File: src/rtl/spi_reg_bridge.sv
// SPI byte stream to req/ack register bus bridge with address auto-increment.
// Optional bus ack timeout is compiled in with `define SPI_BRIDGE_TIMEOUT_EN.
//
// state   | meaning
// --------+------------------------------------------------------------
// IDLE    | no frame; waiting for csn falling edge
// CMD     | waiting for command byte {rw, addr}
// WR_WAIT | waiting for next write data byte
// WR_BUS  | write request on the bus, waiting for ack
// RD_BUS  | read request on the bus (prefetch), waiting for ack
// RD_LOAD | hand captured read byte to the MISO loader
// RD_WAIT | waiting for the master to clock out the loaded byte
// DRAIN   | csn went high with a request pending; finish it, then IDLE
module spi_reg_bridge #(
    parameter int ADDR_W         = 7,
    parameter int TIMEOUT_CYCLES = 64
) (
    input  logic              i_clk,
    input  logic              i_rstn,
    input  logic              i_spi_csn,
    input  logic              i_rx_valid,
    input  logic [7:0]        i_rx_data,
    output logic              o_tx_valid,
    output logic [7:0]        o_tx_data,
    output logic              o_bus_req,
    output logic              o_bus_we,
    output logic [ADDR_W-1:0] o_bus_addr,
    output logic [7:0]        o_bus_wdata,
    input  logic              i_bus_ack,
    input  logic [7:0]        i_bus_rdata,
    output logic              o_err
);

    typedef enum logic [2:0] {
        IDLE, CMD, WR_WAIT, WR_BUS, RD_BUS, RD_LOAD, RD_WAIT, DRAIN
    } state_t;

    localparam logic [ADDR_W-1:0] ADDR_ONE = ADDR_W'(1);

    if (ADDR_W < 1 || ADDR_W > 7 || TIMEOUT_CYCLES < 1) begin : g_bad_param
        $error("spi_reg_bridge: ADDR_W must be 1..7 and TIMEOUT_CYCLES >= 1");
    end

    state_t            state_q, state_d;
    logic              csn_q;
    logic              csn_fall;
    logic [ADDR_W-1:0] addr_q, addr_d;
    logic              we_q, we_d;
    logic [7:0]        wdata_q, wdata_d;
    logic [7:0]        tx_data_q, tx_data_d;
    logic              tx_valid_q, tx_valid_d;
    logic              err_q, err_d;
    logic              req;
    logic              ack;
    logic              tmo;

    assign req      = state_q inside {WR_BUS, RD_BUS, DRAIN};
    assign ack      = req & i_bus_ack;
    assign csn_fall = csn_q & ~i_spi_csn;

`ifdef SPI_BRIDGE_TIMEOUT_EN
    localparam int                TMO_W    = $clog2(TIMEOUT_CYCLES + 1);
    localparam logic [TMO_W-1:0]  TMO_LOAD = TMO_W'(TIMEOUT_CYCLES - 1);

    logic [TMO_W-1:0] tmo_cnt_q;

    // Down-counter reloads whenever no request is outstanding.
    always_ff @(posedge i_clk) begin
        if (!i_rstn || !req || i_bus_ack) begin
            tmo_cnt_q <= TMO_LOAD;
        end else if (tmo_cnt_q != '0) begin
            tmo_cnt_q <= tmo_cnt_q - TMO_W'(1);
        end
    end

    assign tmo = req & ~i_bus_ack & (tmo_cnt_q == '0);
`else
    assign tmo = 1'b0;
`endif

    always_ff @(posedge i_clk) begin
        if (!i_rstn) begin
            state_q    <= IDLE;
            csn_q      <= 1'b0;
            addr_q     <= '0;
            we_q       <= 1'b0;
            wdata_q    <= 8'h00;
            tx_data_q  <= 8'h00;
            tx_valid_q <= 1'b0;
            err_q      <= 1'b0;
        end else begin
            state_q    <= state_d;
            csn_q      <= i_spi_csn;
            addr_q     <= addr_d;
            we_q       <= we_d;
            wdata_q    <= wdata_d;
            tx_data_q  <= tx_data_d;
            tx_valid_q <= tx_valid_d;
            err_q      <= err_d;
        end
    end

    always_comb begin
        state_d    = state_q;
        addr_d     = addr_q;
        we_d       = we_q;
        wdata_d    = wdata_q;
        tx_data_d  = tx_data_q;
        tx_valid_d = 1'b0;
        err_d      = err_q;

        if (csn_fall) begin
            err_d = 1'b0;
        end

        unique case (state_q)
            IDLE: begin
                if (csn_fall) state_d = CMD;
            end
            CMD: begin
                if (i_rx_valid) begin
                    we_d    = i_rx_data[7];
                    addr_d  = i_rx_data[ADDR_W-1:0];
                    state_d = i_rx_data[7] ? WR_WAIT : RD_BUS;
                end
            end
            WR_WAIT: begin
                if (i_rx_valid) begin
                    wdata_d = i_rx_data;
                    state_d = WR_BUS;
                end
            end
            WR_BUS: begin
                // An rx byte here is an overrun even if the ack lands in the same cycle.
                if (i_rx_valid) err_d = 1'b1;
                if (ack) begin
                    addr_d  = addr_q + ADDR_ONE;
                    state_d = WR_WAIT;
                end else if (tmo) begin
                    err_d   = 1'b1;
                    state_d = WR_WAIT;
                end
            end
            RD_BUS: begin
                if (i_rx_valid) err_d = 1'b1;
                if (ack) begin
                    tx_data_d = i_bus_rdata;
                    state_d   = RD_LOAD;
                end else if (tmo) begin
                    err_d     = 1'b1;
                    tx_data_d = 8'hFF;
                    state_d   = RD_LOAD;
                end
            end
            RD_LOAD: begin
                tx_valid_d = 1'b1;
                addr_d     = addr_q + ADDR_ONE;
                state_d    = RD_WAIT;
            end
            RD_WAIT: begin
                if (i_rx_valid) state_d = RD_BUS;
            end
            DRAIN: begin
                if (tmo) err_d = 1'b1;
                if (ack || tmo) state_d = IDLE;
            end
            default: state_d = IDLE;
        endcase

        // Frame end: an outstanding request is completed before returning to IDLE.
        if (i_spi_csn && state_q != IDLE) begin
            state_d    = (req && !ack && !tmo) ? DRAIN : IDLE;
            tx_valid_d = 1'b0;
        end
    end

    assign o_tx_valid  = tx_valid_q;
    assign o_tx_data   = tx_data_q;
    assign o_bus_req   = req;
    assign o_bus_we    = we_q;
    assign o_bus_addr  = addr_q;
    assign o_bus_wdata = wdata_q;
    assign o_err       = err_q;

endmodule

File: config.mk
export PLATFORM = sky130hd
export DESIGN_NAME = spi_reg_bridge
export DESIGN_NICKNAME = d
export VERILOG_FILES = /design/src/rtl/spi_reg_bridge.sv
export SDC_FILE = /design/constraint.sdc
export NUM_CORES = 1
export LEC_CHECK = 0
export ABC_AREA = 1
export ABC_CLOCK_PERIOD_IN_PS = 1900
export CAP_MARGIN = 15
export CORE_ASPECT_RATIO = 0.5
export CORE_MARGIN = 8
export CORE_UTILIZATION = 41
export CTS_CLUSTER_DIAMETER = 30
export CTS_CLUSTER_SIZE = 8
export DETAILED_ROUTE_END_ITERATION = 10
export PLACE_DENSITY = 0.72
export SYNTH_ARGS = -nofsm -noshare
export SYNTH_HDL_FRONTEND = slang
export SYNTH_SLANG_ARGS = --single-unit
File: constraint.sdc
create_clock -name i_clk -period 1.9 [get_ports i_clk]
set_input_delay 0.38 -clock i_clk [delete_from_list [all_inputs] [get_ports i_clk]]
set_output_delay 0.38 -clock i_clk [all_outputs]
set_load 0.005 [all_outputs]
Word level (Yosys, flattened, before mapping) --
Index checks and enable logic that the tools add are counted.
Cells by class: add/sub/neg operators 1, equality and inequality tests 16, multiplexer cells 18, bitwise gates (word level) 4, reductions and logical operators 14
Operators by type and width (number):
- 3-bit 2-to-1 mux | 10
- 3-bit case mux with 8 select lines | 1
- 7-bit case mux with 3 select lines | 1
- 7-bit 2-to-1 mux | 2
- 3-bit equality test, second input constant | 4
- 3-bit inequality test, second input constant | 4
- 3-bit by 2-bit inequality test with 1-bit output, second input constant | 3
- 3-bit nonzero test | 3
- 7-bit by 1-bit adder with 7-bit output, second input constant | 1
- 7-bit AND reduction | 1
- 3-bit by 2-bit equality test with 1-bit output, second input constant | 2
- 2-bit AND reduction | 3
- 1-bit 2-to-1 mux | 4
- 2-bit inequality test, second input constant | 2
- 2-bit OR reduction | 2
- 3-bit by 1-bit equality test with 1-bit output, second input constant | 1
- 3-bit logical NOT | 1
- 3-bit AND reduction | 1
- 1-bit bitwise AND | 2
- 1-bit logical AND | 2
- 1-bit inverter | 2
- 1-bit logical NOT | 1
Word-level totals: register bits 30, input bits 21, output and inout bits 27

Depth between registers and ports, before layout --
Gate-level depths: netlist of run 1.
depth in word-level cells 7, mapped depth 10, gate-level depth less buffers 9

Least setup slack after synthesis of run 1 --
No wires, ideal clock.
path kind reg2reg, from register state_q[0], to register addr_q[3] (netlist: o_bus_addr[3]), library setup time 0.114 ns, arrival time 1.094 ns, required time 1.786 ns, slack 0.692 ns, stages on the path, launching flop included 9, clock period less this slack 1.208 ns, path through dfxtp_1 -> buf_4 -> inv_1 -> a21oi_1 -> nand3_4 -> inv_4 -> nand2_1 -> nand2_1 -> nor2_1
On the way: longest elaborated chain between the ends 5
RTL lines:
- start: declaration | RTL line 44 | state_t state_q, state_d;
- start signal: assignment | RTL line 92 | state_q <= state_d;
- 3-bit by 2-bit equality test with 1-bit output or 3-bit equality test (tied branches) | RTL line 57, 116
- 3-bit nonzero test | RTL line 57 | assign req = state_q inside {WR_BUS, RD_BUS, DRAIN};
- 1-bit bitwise AND | RTL line 58 | assign ack = req & i_bus_ack;
- 2-bit inequality test (no line)
- 3-bit AND reduction (no line)
- end signal: assignment | RTL line 94 | addr_q <= addr_d;
- end: declaration | RTL line 47 | logic [ADDR_W-1:0] addr_q, addr_d;
Parallel ways exist; a longest one is shown, timed or not. A chain may end at the register's enable or synchronous reset.

Worst setup path in the final report of run 1 --
from register addr_q[4] (netlist: o_bus_addr[4]), to output o_bus_addr[4]
RTL lines:
- end: declaration | RTL line 27 | output logic [ADDR_W-1:0] o_bus_addr,
No word-level cell between the ends.

==> impl_metrics.py, run 1 <==
metrics = {
    "critical_path": {
        "critPathCaptureType": "output port",
        "slowest_delay_ns": 0.55,
        "crit_fanout": 7,
        "critPathRequiredTime_ns": 1.52,
        "rrSetupSlack_ns": 0.50,
        "crit_chain": "clkdlybuf4s50_1",
        "cp_num_buf_inv": 1,
        "worstSetupStartpointType": "flip-flop",
        "r2r-start": "state_q[0]",
        "critical_path_class": "reg2out",
        "slowest_stage": "clkdlybuf4s50_1",
        "setup.worst_path.start": "o_bus_addr[4]",
        "critPathArrivalTime_ns": 1.30,
        "crit_family": "buffers and inverters",
    },
    "floorplanning": {
        "initial_core_util_pct": 43.58,
        "boundaryPins": 48,
        "fp.dieW_um": 102.2,
        "core_area_mm2": 0.003491,
        "die_area_mm2": 0.006035,
        "die_y_um": 59.08,
        "rows": 15,
    },
    "power": {
        "power.total_uw": 2930,
        "swShare_pct": 34.66,
        "internal_power_uw": 1915,
        "combPwrFrac_pct": 40.3,
        "pwr-share-clk_pct": 28.0,
        "p_switching_uw": 1016,
        "cellPowerDensity_mw_per_mm2": 1319,
        "p_leak_uw": 0.0009601,
        "power.share.sequential_pct": 31.7,
        "ir_drop_mv": 0.7377,
    },
    "final_layout": {
        "antenna_cells": 0,
        "area_growth_pct": 45.97,
        "final_cell_mix": "clkdlybuf4s50_1 (46), nor2_1 (41), nand2_1 (40)",
        "drive_above_1_share_pct": 15.44,
        "final_common_cell": "clkdlybuf4s50_1",
        "fill_cells": 341,
        "stdcell_count": 323,
        "finish.utilization_pct": 63.62,
        "final_nets": 293,
    },
    "worst_hold_path": {
        "hold_path_class": "reg2reg",
        "worstHoldStart": "o_tx_data[1]",
    },
    "timing": {
        "period_needed_ns": 1.680,
        "hold_viol": 0,
        "finalSetupTns_ns": 0,
        "period_share_pct": 88.42,
        "timing.fmax_mhz": 595.2,
        "worstMarginPinSlew_ns": 0.2717,
        "rsz0062_at_grt": "false",
        "slew_headroom_pct": 81.84,
        "drv_slew": 0,
        "clock-skew-final_ns": 0.004410,
        "setup_violations": 0,
    },
    "routing": {
        "routed_wl_mm": 4.072,
        "drtIter0Drc": 124,
        "drcViolationCount": 0,
        "wl_per_cell_um": 12.61,
        "dr.pass1.iters": 4,
        "via_per_inst": 4.678,
        "vias": 1511,
        "ant_nets": 0,
    },
    "grt": {
        "busiest_layer": "met2",
        "antenna_found_initial": 0,
        "use_met1_pct": 17.35,
        "gr-usage-all-layers_pct": 14.31,
        "grt_max_degree": 28,
        "gr-usage-met3_pct": 3.864,
        "first_global_vias": 1408,
        "grt-ovfl-total": 0,
        "met2_usage_pct": 23.05,
        "grt_pass1_wl_mm": 6.637,
    },
    "synth": {
        "synth_warnings": 0,
        "ys_ff_latch": 30,
        "synth_seq_area_share_pct": 39.47,
        "synth.distinct_cells": 26,
        "syn_nets": 240,
        "syn_area_per_cell_um2": 6.979,
        "syn_inst": 218,
        "syn_area_mm2": 0.001521,
    },
    "clocking": {
        "clk_path_buf_depth": 2,
        "cts-buffers-inserted": 5,
        "tritoncts": "done",
        "root_buffer": "clkbuf_8",
        "clk_latency_ns": 0.29,
        "h-tree-depth": 2,
        "clock-sinks": 30,
        "clkSlewWorstSetupHoldPaths_ns": 0.07,
    },
    "job": {
        "cap_violations": 0,
    },
    "run_status": {
        "status": "finished clean",
    },
    "placement": {
        "hpwl_mm": 3.009,
        "place.gp.congestion": 0.8830,
        "port_buffers": 47,
        "placed_cells_incl_taps": 313,
    },
}
==> cell usage after synthesis <==
master / instances / area share, %
xor2_1: 1 / 0.58
inv_4: 1 / 0.41
ha_1: 1 / 0.82
buf_2: 2 / 0.66
o21ai_0: 17 / 5.6
nand2_2: 5 / 2.1
nand2_1: 41 / 10
o22ai_1: 1 / 0.41
nand3_1: 11 / 3.6
nor2_8: 1 / 1.3
buf_4: 2 / 0.99
nor2_1: 41 / 10
o21ai_1: 6 / 2.0
nand4_1: 2 / 0.82
inv_2: 6 / 1.5
a21oi_2: 2 / 1.2
o21ai_2: 1 / 0.58
nand3_2: 2 / 1.3
nor2_2: 2 / 0.82
clkbuf_1: 2 / 0.49
nor2_4: 1 / 0.74
nand2_4: 3 / 2.2
a21oi_1: 16 / 5.3
inv_1: 19 / 4.7
dfxtp_1: 30 / 39
nand3_4: 2 / 2.3
==> sequential cells by signal, indices dropped and copies added, names as in the netlist <==
signal	flops
o_tx_data	8
csn_q	1
o_err	1
o_bus_we	1
state_q	3
o_bus_addr	7
o_tx_valid	1
o_bus_wdata	8
==> per-layer routing <==
| layer | routed length (µm) | up-vias |
|---|---|---|
| li1 | - | 796 |
| met1 | 1899 | 673 |
| met2 | 1898 | 35 |
| met3 | 206 | 7 |
| met4 | 68 | 0 |
| met5 | 0 | - |
==> power groups by stage <==
| stage | Clock, µW | Combinational [µW] | Sequential (µW) |
|---|---|---|---|
| global placement | 0 | 1110 | 930 |
| CTS | 831 | 1180 | 921 |
| global route | 864 | 1330 | 944 |
| floorplan | 0 | 712 | 909 |
| detailed placement | 0 | 1130 | 937 |
| finish | 821 | 1180 | 928 |
==> stage by stage <==
stage                     cell area (µm²)  worst slack [ns]  hold WS (ns)
after floorplan                      1521            0.6922        0.4402
after global placement               2046            0.2474        0.4297
after detailed placement             2046            0.1986        0.4348
after CTS                            2206           0.03196        0.4450
after global routing                 2221            0.1499        0.4699
final                                2221            0.2200        0.4407
==> worst paths after layout <==
kind,depth (start not counted),endpoint
setup reg to reg,8,o_bus_wdata[1]
hold reg to reg,2,o_tx_data[1]
setup / recovery,1,o_bus_addr[4]
hold / removal,2,o_tx_data[1]
==> area by class of cell <==
cell class | count | area (µm²) | share of cell area [%]
sequential | 30 | 608.1 | 27.38
clock buffer | 6 | 82.58 | 3.718
multi-input combinational | 156 | 795.8 | 35.83
timing repair buffer | 52 | 510.5 | 22.99
inverter | 26 | 100.1 | 4.507
tap | 51 | 63.81 | 2.873
clock inverter | 2 | 60.06 | 2.704
==> kinds of logic (layout without fill, tap and decap cells) <==
| family | count (synthesis) | count (layout) | synth area share [%] |
|---|---|---|---|
| AND/OR/NAND/NOR | 111 | 111 | 35.44 |
| flip-flops | 30 | 30 | 39.47 |
| buffers and inverters | 32 | 86 | 8.717 |
| adder cells (fa/ha/maj) | 1 | 1 | 0.8222 |
| AO/OA/AOI/OAI | 43 | 43 | 14.97 |
| XOR/XNOR | 1 | 1 | 0.5758 |
==> timing repair <==
action                                  CTS  global route
resized for setup                         4             3
setup buffers                             1             1
endpoints found under the setup margin    1             1
hold buffers                              0             0
pin swaps                                 1             1
Power figures use the tool's default switching activity.
==> run 2, diff against run 1 <==
--- a/config.mk
+++ b/config.mk
@@ -10,11 +10,11 @@
 export CAP_MARGIN = 15
 export CORE_ASPECT_RATIO = 0.5
 export CORE_MARGIN = 8
-export CORE_UTILIZATION = 41
+export CORE_UTILIZATION = 46
 export CTS_CLUSTER_DIAMETER = 30
 export CTS_CLUSTER_SIZE = 8
 export DETAILED_ROUTE_END_ITERATION = 10
-export PLACE_DENSITY = 0.72
+export PLACE_DENSITY = 0.79
 export SYNTH_ARGS = -nofsm -noshare
 export SYNTH_HDL_FRONTEND = slang
 export SYNTH_SLANG_ARGS = --single-unit
==> run 2 against run 1 <==
Effect of this change:
- sequential power grew 1%
- global-route usage is 0.70 points lower
- count of clock-buffer cells in the layout is 1 higher
- critical path type unchanged
- first-iteration DRC count shrank 19%
- combinational power about the same
- final cell count down 3.4%
- via count is 0.73% higher
- worst hold slack better by 0.0011 ns
- register-to-register slack is essentially flat
- total power shrank 11%
==> impl_metrics.py, run 2 (synthesis gave the netlist of run 1 again) <==
metrics = {
    "critical_path": {
        "ff2ff_path_depth": 8,
        "critPathCaptureType": "output port",
        "slowest_delay_ns": 0.51,
        "critPathRequiredTime_ns": 1.52,
        "r2r-start": "o_bus_addr[1]",
        "critPathArrivalTime_ns": 1.48,
        "crit_chain": "nor2_4, nand2_1, nand2_2, clkdlybuf4s50_1",
        "crit_fanout": 8,
        "slowest_stage": "clkdlybuf4s50_1",
        "critical_path_class": "reg2out",
        "r2r-end": "o_bus_addr[6]",
        "rrSetupSlack_ns": 0.50,
        "worstSetupStartpointType": "flip-flop",
    },
    "routing": {
        "ant_nets": 0,
        "drcViolationCount": 0,
        "routed_wl_mm": 3.812,
        "dr.pass1.iters": 4,
        "vias": 1522,
        "wl_per_cell_um": 12.22,
        "drtIter0Drc": 101,
        "via_per_inst": 4.878,
    },
    "timing": {
        "timing.fmax_mhz": 538.0,
        "fin_ws_ns": 0.04127,
        "clock-skew-final_ns": 0.007099,
        "worstMarginPinSlew_ns": 0.2872,
        "hold_viol": 0,
        "drv_slew": 0,
        "finalSetupTns_ns": 0,
        "slew_headroom_pct": 80.81,
        "period_needed_ns": 1.859,
        "setup_violations": 0,
        "period_share_pct": 97.83,
    },
    "floorplanning": {
        "fp.dieW_um": 97.33,
        "die_y_um": 56.67,
        "rows": 14,
        "die_area_mm2": 0.005515,
        "boundaryPins": 48,
        "initial_core_util_pct": 49.35,
        "core_area_mm2": 0.003083,
    },
    "clocking": {
        "root_buffer": "clkbuf_8",
        "h-tree-depth": 2,
        "clk_path_buf_depth": 2,
        "tritoncts": "done",
        "cts-buffers-inserted": 5,
        "clock-sinks": 30,
        "clkSlewWorstSetupHoldPaths_ns": 0.06,
        "clk_latency_ns": 0.28,
    },
    "final_layout": {
        "final_cell_mix": "clkdlybuf4s50_1 (47), nand2_1 (41), nor2_1 (41)",
        "multiInputGateArea_um2": 793.3,
        "area_growth_pct": 41.36,
        "final_nets": 293,
        "final_common_cell": "clkdlybuf4s50_1",
        "regArea_um2": 608.1,
        "fill_cells": 262,
        "antenna_cells": 0,
        "drive_above_1_share_pct": 14.71,
    },
    "power": {
        "combPwrFrac_pct": 44.0,
        "internal_power_uw": 1642,
        "pwr-share-clk_pct": 20.2,
        "p_switching_uw": 973.7,
        "p_leak_uw": 0.0009201,
        "cellPowerDensity_mw_per_mm2": 1216,
        "power.share.sequential_pct": 35.8,
        "ir_drop_mv": 0.6979,
        "swShare_pct": 37.22,
    },
    "placement": {
        "dp_slack_ns": 0.1881,
        "hpwl_mm": 2.981,
        "place.gp.congestion": 0.9017,
        "port_buffers": 47,
    },
    "grt": {
        "gr-usage-all-layers_pct": 13.60,
        "grt_max_degree": 18,
        "grt_pass1_wl_mm": 6.210,
        "antenna_found_initial": 0,
        "first_global_vias": 1308,
        "grt-ovfl-total": 0,
    },
    "worst_hold_path": {
        "hold_path_class": "reg2reg",
        "holdPathStages": 2,
        "hold_path_end": "o_tx_data[0]",
        "worstHoldStart": "o_tx_data[0]",
    },
    "run_status": {
        "status": "finished clean",
    },
    "job": {
        "cap_violations": 0,
    },
}
-- run 2: changes by cell type in the layout (fill, tap and decap cells not counted), sizes merged --
cell	previous run	this run
bufinv	2	0
clkbuf	6	7
clkdlybuf4s50	46	47
clkinv	0	1
dlymetal6s2s	1	0
-- run 2: worst max-delay path by stage --
stage	start	to	slack, ns	cells after the start
6_report	state_q[0]	o_bus_req	0.04	4
3_5_place_dp	state_q[0]	o_bus_req	0.19	4
3_3_place_gp	state_q[0]	o_bus_req	0.25	3
5_1_grt	state_q[0]	o_bus_req	-0.001	4
4_1_cts	state_q[0]	o_bus_req	0.01	4
2_1_floorplan	state_q[0]	o_bus_addr[3]	0.69	8
-- run 2: layout make-up --
| cell class | instances | share of cell area (%) |
|---|---|---|
| clock inverter | 1 | 0.2327 |
| multi-input combinational | 156 | 36.88 |
| clock buffer | 7 | 4.014 |
| tap | 40 | 2.327 |
| inverter | 26 | 4.654 |
| timing repair buffer | 52 | 23.62 |
| sequential | 30 | 28.27 |
-- run 2: power groups by stage --
stage | registers, µW | clock network, µW | logic (µW)
6_report | 937 | 528 | 1150
5_1_grt | 964 | 583 | 1280
3_5_place_dp | 936 | 0 | 1130
2_1_floorplan | 909 | 0 | 712
4_1_cts | 932 | 543 | 1140
3_3_place_gp | 928 | 0 | 1110
-- run 2: per-stage QoR --
stage	util [%]	hold slack [ns]	instance area, µm²	total power, µW	std cells
after floorplan	-	0.4402	1521	1621	218
after global routing	69.76	0.4634	2151	2823	312
after CTS	69.36	0.4433	2138	2616	311
after global placement	66.15	0.4290	2039	2039	303
final	69.76	0.4418	2151	2616	312
after detailed placement	66.15	0.4363	2039	2067	303
-- run 2: timing repair --
| item | in CTS | in global routing |
|---|---|---|
| endpoints found under the setup margin | 1 | 1 |
| pin swaps | 0 | 1 |
| buffers inserted | 0 | 1 |
| resized for setup | 3 | 2 |
| hold buffers | 0 | 0 |
-- run 2: critical path, delay by kind of cell (launching register included) --
family,cells,cell delay (ns)
simple gates,3,0.30
flops,1,0.39
buf+inv,1,0.51
-- run 2: per-layer routing --
layer	vias up	wire [µm]	global-route usage (%)
met5	-	0	0
met4	0	27	4.487
met3	2	193	4.512
met2	29	1811	22.13
met1	690	1780	16.56
li1	801	-	-
==> run 3, diff against run 2 <==
--- a/config.mk
+++ b/config.mk
@@ -15,6 +15,8 @@
 export CTS_CLUSTER_SIZE = 8
 export DETAILED_ROUTE_END_ITERATION = 10
 export PLACE_DENSITY = 0.79
+export SLEW_MARGIN = 0
 export SYNTH_ARGS = -nofsm -noshare
 export SYNTH_HDL_FRONTEND = slang
 export SYNTH_SLANG_ARGS = --single-unit
+export TNS_END_PERCENT = 10
==> results of run 3 <==
No change in the layout: final DEF, timing and power equal those of run 2.
